===== config.mk =====
export PLATFORM = sky130hd
export DESIGN_NAME = tx_frame_arbiter
export DESIGN_NICKNAME = d
export VERILOG_FILES = /design/src/rtl/tx_frame_arbiter.sv
export SDC_FILE = /design/constraint.sdc
export NUM_CORES = 1
export LEC_CHECK = 0
export CORE_UTILIZATION = 42
export CTS_CLUSTER_DIAMETER = 40
export CTS_CLUSTER_SIZE = 10
export DETAILED_ROUTE_END_ITERATION = 10
export GPL_ROUTABILITY_DRIVEN = 0
export HOLD_SLACK_MARGIN = 0.06
export PLACE_DENSITY = 0.89
export SLEW_MARGIN = 10
export SYNTH_ARGS = -nofsm -noshare
export SYNTH_HDL_FRONTEND = slang
export SYNTH_SLANG_ARGS = --single-unit

===== constraint.sdc =====
create_clock -name clk -period 6.4 [get_ports clk]
set_clock_uncertainty 0.15 [all_clocks]
set_input_delay 0.64 -clock clk [delete_from_list [all_inputs] [get_ports clk]]
set_output_delay 0.64 -clock clk [all_outputs]
set_load 0.1 [all_outputs]

===== src/rtl/tx_frame_arbiter.sv =====
// Packet-granular round-robin arbiter sharing one AXI4-Stream egress among three frame sources,
// with a per-frame beat limit (truncate, then drain the rest) and a fixed inter-frame idle gap.
//
// state    | meaning
// ST_IDLE  | no grant; pick the next valid port round-robin from rr_ptr
// ST_XFER  | granted port passed straight through to the egress
// ST_DRAIN | frame hit the beat limit; remaining source beats are discarded
// ST_GAP   | inter-frame idle gap counting down
module tx_frame_arbiter #(
  parameter int DATA_W     = 32,
  parameter int IFG_CYCLES = 2,
  parameter int MAX_BEATS  = 380
) (
  input  logic                    clk,
  input  logic                    reset,
  input  logic [3*DATA_W-1:0]     s_tdata,
  input  logic [3*(DATA_W/8)-1:0] s_tkeep,
  input  logic [2:0]              s_tvalid,
  input  logic [2:0]              s_tlast,
  output logic [2:0]              s_tready,
  output logic [DATA_W-1:0]       m_tdata,
  output logic [DATA_W/8-1:0]     m_tkeep,
  output logic                    m_tvalid,
  output logic                    m_tlast,
  input  logic                    m_tready,
  output logic [1:0]              grant_idx,
  output logic                    busy,
  output logic                    frame_trunc
);
  localparam int KEEP_W = DATA_W / 8;

  localparam logic [1:0] ST_IDLE  = 2'd0;
  localparam logic [1:0] ST_XFER  = 2'd1;
  localparam logic [1:0] ST_DRAIN = 2'd2;
  localparam logic [1:0] ST_GAP   = 2'd3;

  localparam logic [15:0] LAST_BEAT = 16'(MAX_BEATS - 1);
  localparam logic [15:0] GAP_INIT  = (IFG_CYCLES > 0) ? 16'(IFG_CYCLES - 1) : 16'd0;
  localparam logic [1:0]  ST_AFTER  = (IFG_CYCLES > 0) ? ST_GAP : ST_IDLE;

  logic [1:0]        state;
  logic [1:0]        rr_ptr;
  logic [15:0]       beat_cnt;
  logic [15:0]       gap_cnt;

  logic [DATA_W-1:0] g_data;
  logic [KEEP_W-1:0] g_keep;
  logic              g_valid;
  logic              g_last;
  logic [1:0]        pick;
  logic [1:0]        p1;
  logic [1:0]        p2;
  logic [2:0]        sel;
  logic              xfer;
  logic              drain;
  logic              at_limit;

  function automatic logic [1:0] nxt(input logic [1:0] g);
    return (g == 2'd2) ? 2'd0 : g + 2'd1;
  endfunction

  always_comb begin
    g_data  = '0;
    g_keep  = '0;
    g_valid = 1'b0;
    g_last  = 1'b0;
    case (grant_idx)
      2'd0: begin
        g_data  = s_tdata[0 +: DATA_W];
        g_keep  = s_tkeep[0 +: KEEP_W];
        g_valid = s_tvalid[0];
        g_last  = s_tlast[0];
      end
      2'd1: begin
        g_data  = s_tdata[DATA_W +: DATA_W];
        g_keep  = s_tkeep[KEEP_W +: KEEP_W];
        g_valid = s_tvalid[1];
        g_last  = s_tlast[1];
      end
      2'd2: begin
        g_data  = s_tdata[2*DATA_W +: DATA_W];
        g_keep  = s_tkeep[2*KEEP_W +: KEEP_W];
        g_valid = s_tvalid[2];
        g_last  = s_tlast[2];
      end
      default: ;
    endcase
  end

  // Round-robin scan: rr_ptr first, then the two ports after it.
  always_comb begin
    p1 = nxt(rr_ptr);
    p2 = nxt(p1);
    if (s_tvalid[rr_ptr])  pick = rr_ptr;
    else if (s_tvalid[p1]) pick = p1;
    else                   pick = p2;
  end

  assign xfer     = (state == ST_XFER);
  assign drain    = (state == ST_DRAIN);
  assign at_limit = (beat_cnt == LAST_BEAT);
  assign sel      = 3'b001 << grant_idx;

  assign m_tdata  = xfer ? g_data : '0;
  assign m_tkeep  = xfer ? g_keep : '0;
  assign m_tvalid = xfer & g_valid;
  assign m_tlast  = xfer & (g_last | at_limit);
  assign s_tready = (xfer & m_tready) ? sel : (drain ? sel : 3'b000);
  assign busy     = (state != ST_IDLE);

  always_ff @(posedge clk) begin
    if (!reset) begin
      state       <= ST_IDLE;
      rr_ptr      <= 2'd0;
      beat_cnt    <= 16'd0;
      gap_cnt     <= 16'd0;
      grant_idx   <= 2'd0;
      frame_trunc <= 1'b0;
    end else begin
      frame_trunc <= 1'b0;
      case (state)
        ST_IDLE: begin
          if (|s_tvalid) begin
            grant_idx <= pick;
            beat_cnt  <= 16'd0;
            state     <= ST_XFER;
          end
        end
        ST_XFER: begin
          if (g_valid && m_tready) begin
            if (beat_cnt != 16'hFFFF) beat_cnt <= beat_cnt + 16'd1;
            // tlast on the limit beat is a normal end, so it wins over truncation
            if (g_last) begin
              rr_ptr  <= nxt(grant_idx);
              gap_cnt <= GAP_INIT;
              state   <= ST_AFTER;
            end else if (at_limit) begin
              frame_trunc <= 1'b1;
              rr_ptr      <= nxt(grant_idx);
              state       <= ST_DRAIN;
            end
          end
        end
        ST_DRAIN: begin
          if (g_valid && g_last) begin
            gap_cnt <= GAP_INIT;
            state   <= ST_AFTER;
          end
        end
        ST_GAP: begin
          if (gap_cnt == 16'd0) state <= ST_IDLE;
          else                  gap_cnt <= gap_cnt - 16'd1;
        end
        default: state <= ST_IDLE;
      endcase
    end
  end
endmodule


# ---- Word-level counts from Yosys, hierarchy flattened
# Cells that the tools add are included.
dict set report classes {
  add_sub_neg 5
  n_lt_le_gt_ge 2
  eq_ne 17
  shift 1
  mux 36
  n_bitwise 7
  reduce_logical 16
}
# cell count
set ops {}
lappend ops {{$mux 16} 7}
lappend ops {{$pmux 32 s3} 1}
lappend ops {{$pmux 16 s3} 1}
lappend ops {{$mux 32} 1}
lappend ops {{$pmux 16 s2} 1}
lappend ops {{$mux 2} 13}
lappend ops {{$add 16x1->16 const B} 1}
lappend ops {{$eq 16x9->1 const B} 1}
lappend ops {{$logic_not 16->1} 1}
lappend ops {{$ne 16x16->1 const B} 1}
lappend ops {{$sub 16x1->16 const B} 1}
lappend ops {{$pmux 4 s3} 1}
lappend ops {{$eq 2x2->1 const B} 5}
lappend ops {{$reduce_and 5->1} 2}
lappend ops {{$ne 2x2->1 const B} 4}
lappend ops {{$pmux 2 s4} 1}
lappend ops {{$add 2x1->2 const B} 3}
lappend ops {{$lt 2x3->1 const B} 2}
lappend ops {{$mux 3} 2}
lappend ops {{$ne 2x1->1 const B} 3}
lappend ops {{$pmux 1 s3} 2}
lappend ops {{$reduce_bool 2->1} 3}
lappend ops {{$bmux 1 s2} 2}
lappend ops {{$eq 2x1->1 const B} 2}
lappend ops {{15 further kinds} 23}
dict set report totals {
  reg_bits 39
  in_bits 117
  out_inout_bits 45
  elab_cells 90
}

# ---- Depth between registers and ports, before layout
# Gate-level depths: netlist of the first run.
dict set report logic_depth {
  word_depth 6
  mapped_depth 8
  depth_no_buf 7
}

# ---- Worst setup path before layout of the first run
# OpenSTA, ideal clock, no wires.
dict set report synth_timing {
  path_type {reg2out}
  from {register grant_idx[1]}
  to {output port s_tready[2]}
  arrival_ns 4.161
  t_required_ns 5.610
  slack_ns 1.449
  stages_incl_launch_ff 5
  path_cell_list {dfxtp_1 -> clkbuf_1 -> clkbuf_1 -> buf_1 -> nor3b_1}
}
dict set report synth_via {
  elab_chain_len 3
}
# item line
set synth_rtl {}
lappend synth_rtl {{start: declaration} 26} ;# output logic [1:0] grant_idx,
lappend synth_rtl {{start signal: assignment} 124} ;# grant_idx <= pick;
lappend synth_rtl {{$shl 1x2->3 *} 102} ;# assign sel = 3'b001 << grant_idx;
lappend synth_rtl {{$mux 3} 108} ;# assign s_tready = (xfer & m_tready) ? sel : (drain ? sel : 3'b000);
lappend synth_rtl {{$mux 3 *} 108}
lappend synth_rtl {{end: declaration} 20} ;# output logic [2:0] s_tready,
# Mark *: on every way between the ends. The rest lies on a longest branch, timed or not.

# ---- Final worst setup path of the first run
dict set report layout_timing {
  from {register state[1]}
  to {output port m_tkeep[2]}
}
dict set report layout_via {
  elab_chain_len 2
}
# item line
set layout_rtl {}
lappend layout_rtl {{start: declaration} 41} ;# logic [1:0] state;
lappend layout_rtl {{start signal: assignment} 113} ;# state <= ST_IDLE;
lappend layout_rtl {{start signal: assignment} 126} ;# state <= ST_XFER;
lappend layout_rtl {{start signal: assignment} 136} ;# state <= ST_AFTER;
lappend layout_rtl {{$eq 2x1->1} 99} ;# assign xfer = (state == ST_XFER);
lappend layout_rtl {{$mux 4} 105} ;# assign m_tkeep = xfer ? g_keep : '0;
lappend layout_rtl {{end: declaration} 22} ;# output logic [DATA_W/8-1:0] m_tkeep,
# Every way passes these cells.

==> results.md, run 1 <==
Synthesis:
- Summing every instance area after synthesis gives 3530 µm².
- Summing the areas of all compound-gate instances in the mapped netlist gives 29.2% of the synthesized area.
- The synthesis-stage register bit count is 39.
- The fraction of synthesized cell area in xor and xnor cells is 0%.
- The gate count after technology mapping is 491.
- The most frequently used flop master after synthesis is dfxtp_1.
- Averaged over all synthesized cells, the footprint is 7.18 µm².
- The combinational family with the most area after synthesis is compound AO/OA/AOI/OAI gates.
- The simple-gate share of the synthesized area is 28.9%.
- The portion of synthesized area spent on multiplexers is 12.0%.
- The fraction of registers with async set/reset is 0%.
- The number of synthesized flops with an enable pin is 0.
- Summing the areas of all fa, ha and maj instances in the mapped netlist gives 2.48% of the synthesized area.
- The number of warning messages in the yosys log is 0.
- Sequential cells were found to cover 22.1% of the synthesized design area.
- The count of unique library cells instantiated by Yosys is 70.
- When the netlist entered floorplanning its net count stood at 615.

Power and ir drop:
- Summing internal, switching and leakage power gives 0.00223 W.
- The total power divided by cell area is 423 nW/µm².
- In this run the static leakage power is 1.90 nW.
- VDD sags by at most 0.000293 V.

Timing:
- Adding up every negative setup slack in the final design gives 0 ns.
- The worst setup slack after layout is 2.04 ns.
- Setup repair after global routing left no endpoint under its margin.
- The worst pin sits at a relative slew slack of 31.3%.
- In the finished design, the share of the clock period the worst path needs comes to 68.1%.
- The minimum period implied by the final worst setup slack is 4.36 ns.
- The max-slew violation total from the final report is 0.
- The timing-limited maximum frequency is 0.229 GHz.
- The number of hold violations in the final report is 0.
- Setup violations remaining at the end of the flow were counted as 0.
- For the pin with the worst max-slew slack, the measured transition is 1.02 ns.

Place:
- The post-place setup slack is 2.43 ns.
- The total of buffers placed on input and output ports is 161.
- The HPWL after detailed placement is 9740 µm.
- The standard cell area after detailed placement is 5170 µm².

Die:
- The initial cell density of the core is 43.1%.
- The core region area is 8180 µm².
- The number of rows in the core area is 33.
- The die boundary width is 93.6 µm.
- The floorplan step set the die height to 93.6 µm.
- The floorplan step defined a die boundary enclosing 8770 µm².
- The count of boundary I/O pins is 162.

Final layout:
- The repair_antennas step left the layout with diodes totalling 0.
- The share of final-layout standard cells stronger than drive strength 1 is 5.73%.
- The utilization of the core after routing is 64.7%.
- After routing the design area is 5290 µm².
- The area used by multi-input combinational logic is 2570 µm².
- The total of fill cells in the finished design is 677.
- The layout overhead on the synthesized area is 49.9%.
- The library cell used most frequently in the layout, excluding fill and tap cells, is clkdlybuf4s50_1.
- The top cell types in the final layout, fill and taps aside, are clkdlybuf4s50_1, nor2_1, a21oi_1.
- The final layout net count is 751.
- The sequential cell area in the final layout is 783 µm².

Clock tree:
- The CTS tree is done.
- The number of buffers inserted during clock tree synthesis is 5.
- The clock sink count is 39.
- The buffer depth of the longest clock path is 2.
- The number of levels the H-tree was split into is 2.
- Clock tree synthesis selected as its root buffer the cell clkbuf_8.
- Clock latency on the worst-skew pair, taken at its later pin, is 0.30 ns.
- The clock-pin slew on the worst setup and hold paths is 0.09 ns.
- The total setup buffers inserted after CTS is 0.
- The quantity of gates resized following cts is 0.
- After clock tree synthesis, the flow added hold-fix buffers numbering 0.

GRT:
- The initial antenna violation count is 0.
- The wire length of the first global-routing pass is 19800 µm.
- The maximum number of pins on one net before global-route repair is 54.
- The via count of the first global-routing pass was 3974.
- The sum of overflow across all layers after global routing is 0.
- The total global-route track usage is 28.3%.

Hold path:
- The worst min-delay path category is reg2reg.
- The hold path startpoint is gap_cnt[6].

Detailed routing:
- The number of DRC violations after detailed-routing iteration 0 is 447.
- The number of nets with antenna violations after routing is 0.
- For this run, the detailed router's first-pass iteration total came to 5.
- The routed layout has 4488 vias.
- The final wirelength is 13000 µm.
- Dividing the detail-routed via count by the number of cells gives 6.12.
- The average detailed-routed wire length per instance is 17.8 µm.
- The DRC violation count after routing is 0.

Critical path:
- Data on the critical path arrives at its endpoint at 3.57 ns.
- In this run the worst setup path begins at state[1].
- The critical path required time is 5.61 ns.
- The launch instance of the worst register-to-register path is state[1].
- The worst setup path is captured at a primary output.
- The critical path ends at m_tkeep[2].
- For flop-to-flop paths, the worst setup slack is 2.90 ns.
- The type of the setup path with the least slack is reg2out.
- Counting cells, the worst reg-to-reg path comes to 8.
- The worst setup path is launched from a register.
- The capture point of the worst reg-to-reg path is beat_cnt[13].
- Along the worst path, the maximum fanout reaches 29.

Run status:
- The run finished with clean final reports.

Flow run:
- Max-cap violations in this run came to 0.
==> state kept, by name, summed over array words and instances, names as in the netlist <==
| name | flops |
|---|---|
| state | 2 |
| gap_cnt | 16 |
| frame_trunc | 1 |
| rr_ptr | 2 |
| beat_cnt | 16 |
| grant_idx | 2 |
==> cells by family (layout without fill, tap and decap cells) <==
family / Yosys count / after routing
flip-flops: 39 / 39
multiplexers: 42 / 42
buffers and inverters: 48 / 185
AND/OR/NAND/NOR: 205 / 205
AO/OA/AOI/OAI: 150 / 150
adder cells (fa/ha/maj): 7 / 7
==> through the flow <==
step | hold slack (ns) | std cells
floorplan | 0.300 | 491
CTS | 0.336 | 733
finish | 0.337 | 733
global placement | 0.306 | 725
detailed placement | 0.325 | 725
global route | 0.377 | 733
==> worst min path at each step <==
stage / endpoint / slack (ns) / cells past startpoint
3_3_place_gp: gap_cnt[6] / 0.31 / 2
3_5_place_dp: gap_cnt[6] / 0.32 / 2
2_1_floorplan: gap_cnt[6] / 0.30 / 2
6_report: gap_cnt[6] / 0.34 / 2
4_1_cts: gap_cnt[6] / 0.34 / 2
5_1_grt: gap_cnt[6] / 0.38 / 2
==> metal layers <==
| layer | track usage [%] | up-vias | wire length (µm) |
|---|---|---|---|
| li1 | - | 2118 | - |
| met1 | 38.5 | 2064 | 5250 |
| met2 | 44.4 | 273 | 6080 |
| met3 | 5.28 | 33 | 1370 |
| met4 | 10.1 | 0 | 320 |
| met5 | 0 | - | 0 |
==> report_power, final <==
group | switching (W) | internal (W) | total, W
sequential | 0.0000632 | 0.000261 | 0.000324
clock | 0.0000971 | 0.000118 | 0.000215
combinational | 0.00121 | 0.000486 | 0.00170
==> synthesized netlist by cell type, types with 3 or more instances <==
cell      number  share of area [%]
nor3_1         8                1.1
nand2_1       30                3.2
a311oi_1      10                2.5
a221oi_1       3               0.75
o21ai_0       12                1.7
a41oi_1        5                1.2
a31o_2         3               0.75
and3_1         5               0.89
a41o_1         4                1.1
a31oi_1        7                1.2
mux2i_1       41                 12
o21a_1         3               0.64
buf_1         10                1.1
or3_1          8                1.4
inv_1         10                1.1
nand3_1        7               0.99
buf_2          6               0.85
o31ai_1        6                1.3
nor2_1        95                 10
clkbuf_1      20                2.1
nor4_1         6                1.1
dfxtp_1       39                 22
nor2b_1        5               0.89
nand3b_1       6                1.3
a21oi_1       59                8.4
o211ai_1       3               0.64
a32o_1         3               0.85
a211oi_1       3               0.64
o41ai_1        5                1.2
ha_1           7                2.5
nand4_1        9                1.6
or2_2          3               0.53
nor4b_1        3               0.75
==> area by class of cell <==
class	instances	share of cell area, %
Sequential cell	39	14.8
Tap cell	105	2.49
Clock inverter	3	0.876
Inverter	11	0.781
Multi-Input combinational cell	404	48.5
Clock buffer	5	1.30
Timing Repair Buffer	166	31.2
==> worst max-delay path, cell delays in order (launching register included) <==
cell             delay, ns
dfxtp_1               0.34
inv_1                 0.10
ha_1                  0.62
inv_1                 0.51
buf_4                 0.37
nor2_1                0.16
clkdlybuf4s50_1       1.15
(Power assumes the default switching activity.)
==> run 2: changes to the inputs <==
Clock period 6.4 ns to 4.32 ns, I/O delays scaled along.
==> results.md, run 2 (same netlist as run 1, synthesis figures left out) <==
Run status:
- The run finished with clean final reports.

Detailed routing:
- The DRC violation count after routing came to 0 (unchanged).
- The mean number of vias per cell is 6.08 (-0.74%).
- The final wirelength is 12600 µm (-3.5%).
- The number of vias in the routed layout is 4473 (-0.33%).
- The number of nets with antenna violations after routing is 0 (unchanged).
- The average detailed-routed wire length per instance is 17.1 µm (-3.9%).
- The number of DRC violations after detailed-routing iteration 0 came to 347 (-22%).
- The first-pass iteration count of the detailed router came to 5 (unchanged).

GRT:
- The maximum number of pins on one net before global-route repair is 54 (unchanged).
- The total global-route track usage is 27.3% (-0.97 points).
- The initial antenna violation count is 0 (unchanged).
- The sum of overflow across all layers after global routing is 0 (unchanged).
- The wire length of the first global-routing pass is 19200 µm (-2.8%).
- The via count of the first global-routing pass is 3917 (-1.4%).

Timing:
- The timing-limited maximum frequency is 0.285 GHz.
- The worst setup slack after layout is 0.806 ns (-1.23 ns).
- The actual transition at the worst max-transition pin is 0.999 ns (-0.0222 ns).
- The total negative setup slack was 0 ns (unchanged).
- The max-slew violation total from the final report is 0 (unchanged).
- The minimum period implied by the final worst setup slack is 3.51 ns.
- The max-slew headroom at the worst pin came to 33.2% (+1.8 points).
- The post-route clock period utilization is 81.4%.
- Setup repair after global routing left no endpoint under its margin.
- The final setup violation count came to 0 (unchanged).
- The number of hold violations in the final report is 0 (unchanged).

Flow run:
- The number of maximum-capacitance constraint violations is 0 (unchanged).

Final layout:
- The final antenna diode count is 0 (unchanged).
- The layout overhead on the synthesized area is 47.8%.
- Leaving out fill and tap cells, the most frequent cell in the layout is clkdlybuf4s50_1.
- The total of fill cells in the finished design is 677 (unchanged).
- The sequential cell area in the final layout is 783 µm² (unchanged).
- In the layout the commonest cells are clkdlybuf4s50_1, nor2_1, a21oi_1.
- The final layout net count was 754 (+0.40%).
- The area used by multi-input combinational logic is 2560 µm² (about the same).
- The share of final-layout standard cells stronger than drive strength 1 is 12.5% (+6.8 points).
- In the final layout, the registers with the most flip-flops are beat_cnt (16), gap_cnt (16).

Clock tree:
- The clock-pin slew on the worst setup and hold paths was 0.08 ns (about the same).
- The library cell used as clock root buffer is clkbuf_8.
- The buffer depth of the longest clock path came to 2 (unchanged).
- The number of buffers inserted during clock tree synthesis was 5 (unchanged).
- The clock latency reported for the late side of the worst-skew pair is 0.30 ns (about the same).
- The total setup buffers inserted after CTS is 0 (unchanged).
- The clock sink count came to 39 (unchanged).
- The hold buffer count at CTS is 0 (unchanged).
- The CTS tree is done.
- The quantity of gates resized following cts is 0 (unchanged).
- The number of levels the H-tree was split into is 2 (unchanged).

Power and ir drop:
- The sequential share of power was 15.1% (+0.6 points).
- The total power divided by cell area is 629 nW/µm² (+49%).
- The cell internal power dissipation was 0.00127 W (+47%).
- The combinational share of power is 74.9% (-1.0 points).
- The clock network fraction of total power is 10.0% (+0.4 points).
- The reported leakage power was 2.00 nW (+4.9%).
- The switching power of the nets is 0.00201 W (+47%).
- The largest voltage drop on the vdd net is 0.000302 V (+3.4%).
- The switching power share of the total is 61.4% (about the same).

Die:
- The area enclosed by the die boundary came to 8770 µm² (unchanged).
- The core region area is 8180 µm² (unchanged).
- The initial cell density of the core was 43.1% (unchanged).
- The number of rows in the core area is 33 (unchanged).
- The count of boundary I/O pins came to 162 (unchanged).
- The die boundary height came to 93.6 µm (unchanged).
- The die boundary width was 93.6 µm (unchanged).

Critical path:
- The biggest fanout along the worst timing path is 20 (-31%).
- The number of buffer and inverter instances along the worst setup path is 2 (-2).
- The critical path required time is 3.74 ns (-1.87 ns).
- The critical path is of the reg2out type.
- On the critical path, the stage with the largest delay is an instance of clkdlybuf4s50_1.
- STA classifies the critical path startpoint as a register.
- The largest stage delay on the critical path is 1.15 ns (about the same).
- The signal on the critical path passes through inv_1, ha_1, a21oi_1, nor2b_1, clkdlybuf4s50_1.
- In this design, the largest share of critical-path delay is due to buffers and inverters.
- The arrival time of data at the critical path endpoint was 2.93 ns (-0.64 ns).
- STA classifies the critical path endpoint as a primary output.

Place:
- The total of buffers placed on input and output ports is 161 (unchanged).
- The HPWL after detailed placement is 9360 µm (-3.9%).
- The post-place setup slack is 1.17 ns (-1.26 ns).

Hold path:
- The worst hold path belongs to the class reg2reg.
run 2: power by group through the flow:
stage	sequential (W)	combinational, W	clock (W)
2_1_floorplan	0.000472	0.00190	0
3_3_place_gp	0.000498	0.00238	0
3_5_place_dp	0.000501	0.00243	0
4_1_cts	0.000493	0.00244	0.000332
5_1_grt	0.000506	0.00259	0.000350
6_report	0.000494	0.00246	0.000328
run 2: area by class of cell:
| class | count | area share, % |
|---|---|---|
| Multi-Input combinational cell | 404 | 49.2 |
| Timing Repair Buffer | 169 | 30.1 |
| Sequential cell | 39 | 15.0 |
| Tap cell | 105 | 2.52 |
| Clock buffer | 6 | 1.58 |
| Inverter | 11 | 0.792 |
| Clock inverter | 2 | 0.744 |
run 2: metrics by stage:
step           hold WS, ns  cells  util (%)  power [W]  cell area, µm²
2_1_floorplan        0.300    491         -    0.00237            3530
3_3_place_gp         0.306    728      62.3    0.00288            5090
3_5_place_dp         0.321    728      62.3    0.00293            5090
4_1_cts              0.334    736      63.8    0.00326            5210
5_1_grt              0.378    736      63.8    0.00345            5210
6_report             0.337    736      63.8    0.00328            5210
run 2: final timing paths:
kind / startpoint / to / slack (ns) / cells past startpoint
max: state[1] / s_tready[1] / 0.81 / 5
min: gap_cnt[6] / gap_cnt[6] / 0.34 / 2
max reg2reg: grant_idx[0] / gap_cnt[8] / 1.31 / 6
min reg2reg: gap_cnt[6] / gap_cnt[6] / 0.34 / 2
run 2: worst min-delay path, stage by stage (launching register included):
cell	delay, ns
dfxtp_1	0.33
nand2_1	0.06
o32ai_1	0.06
run 2: routing by layer:
layer	GRT usage, %	up-vias	part of all wire (%)	routed length [µm]
li1	-	2128	-	-
met1	34.8	2123	41	5160
met2	46.3	204	49	6150
met3	6.02	18	8.6	1090
met4	7.31	0	1.3	167
met5	0	-	0	0
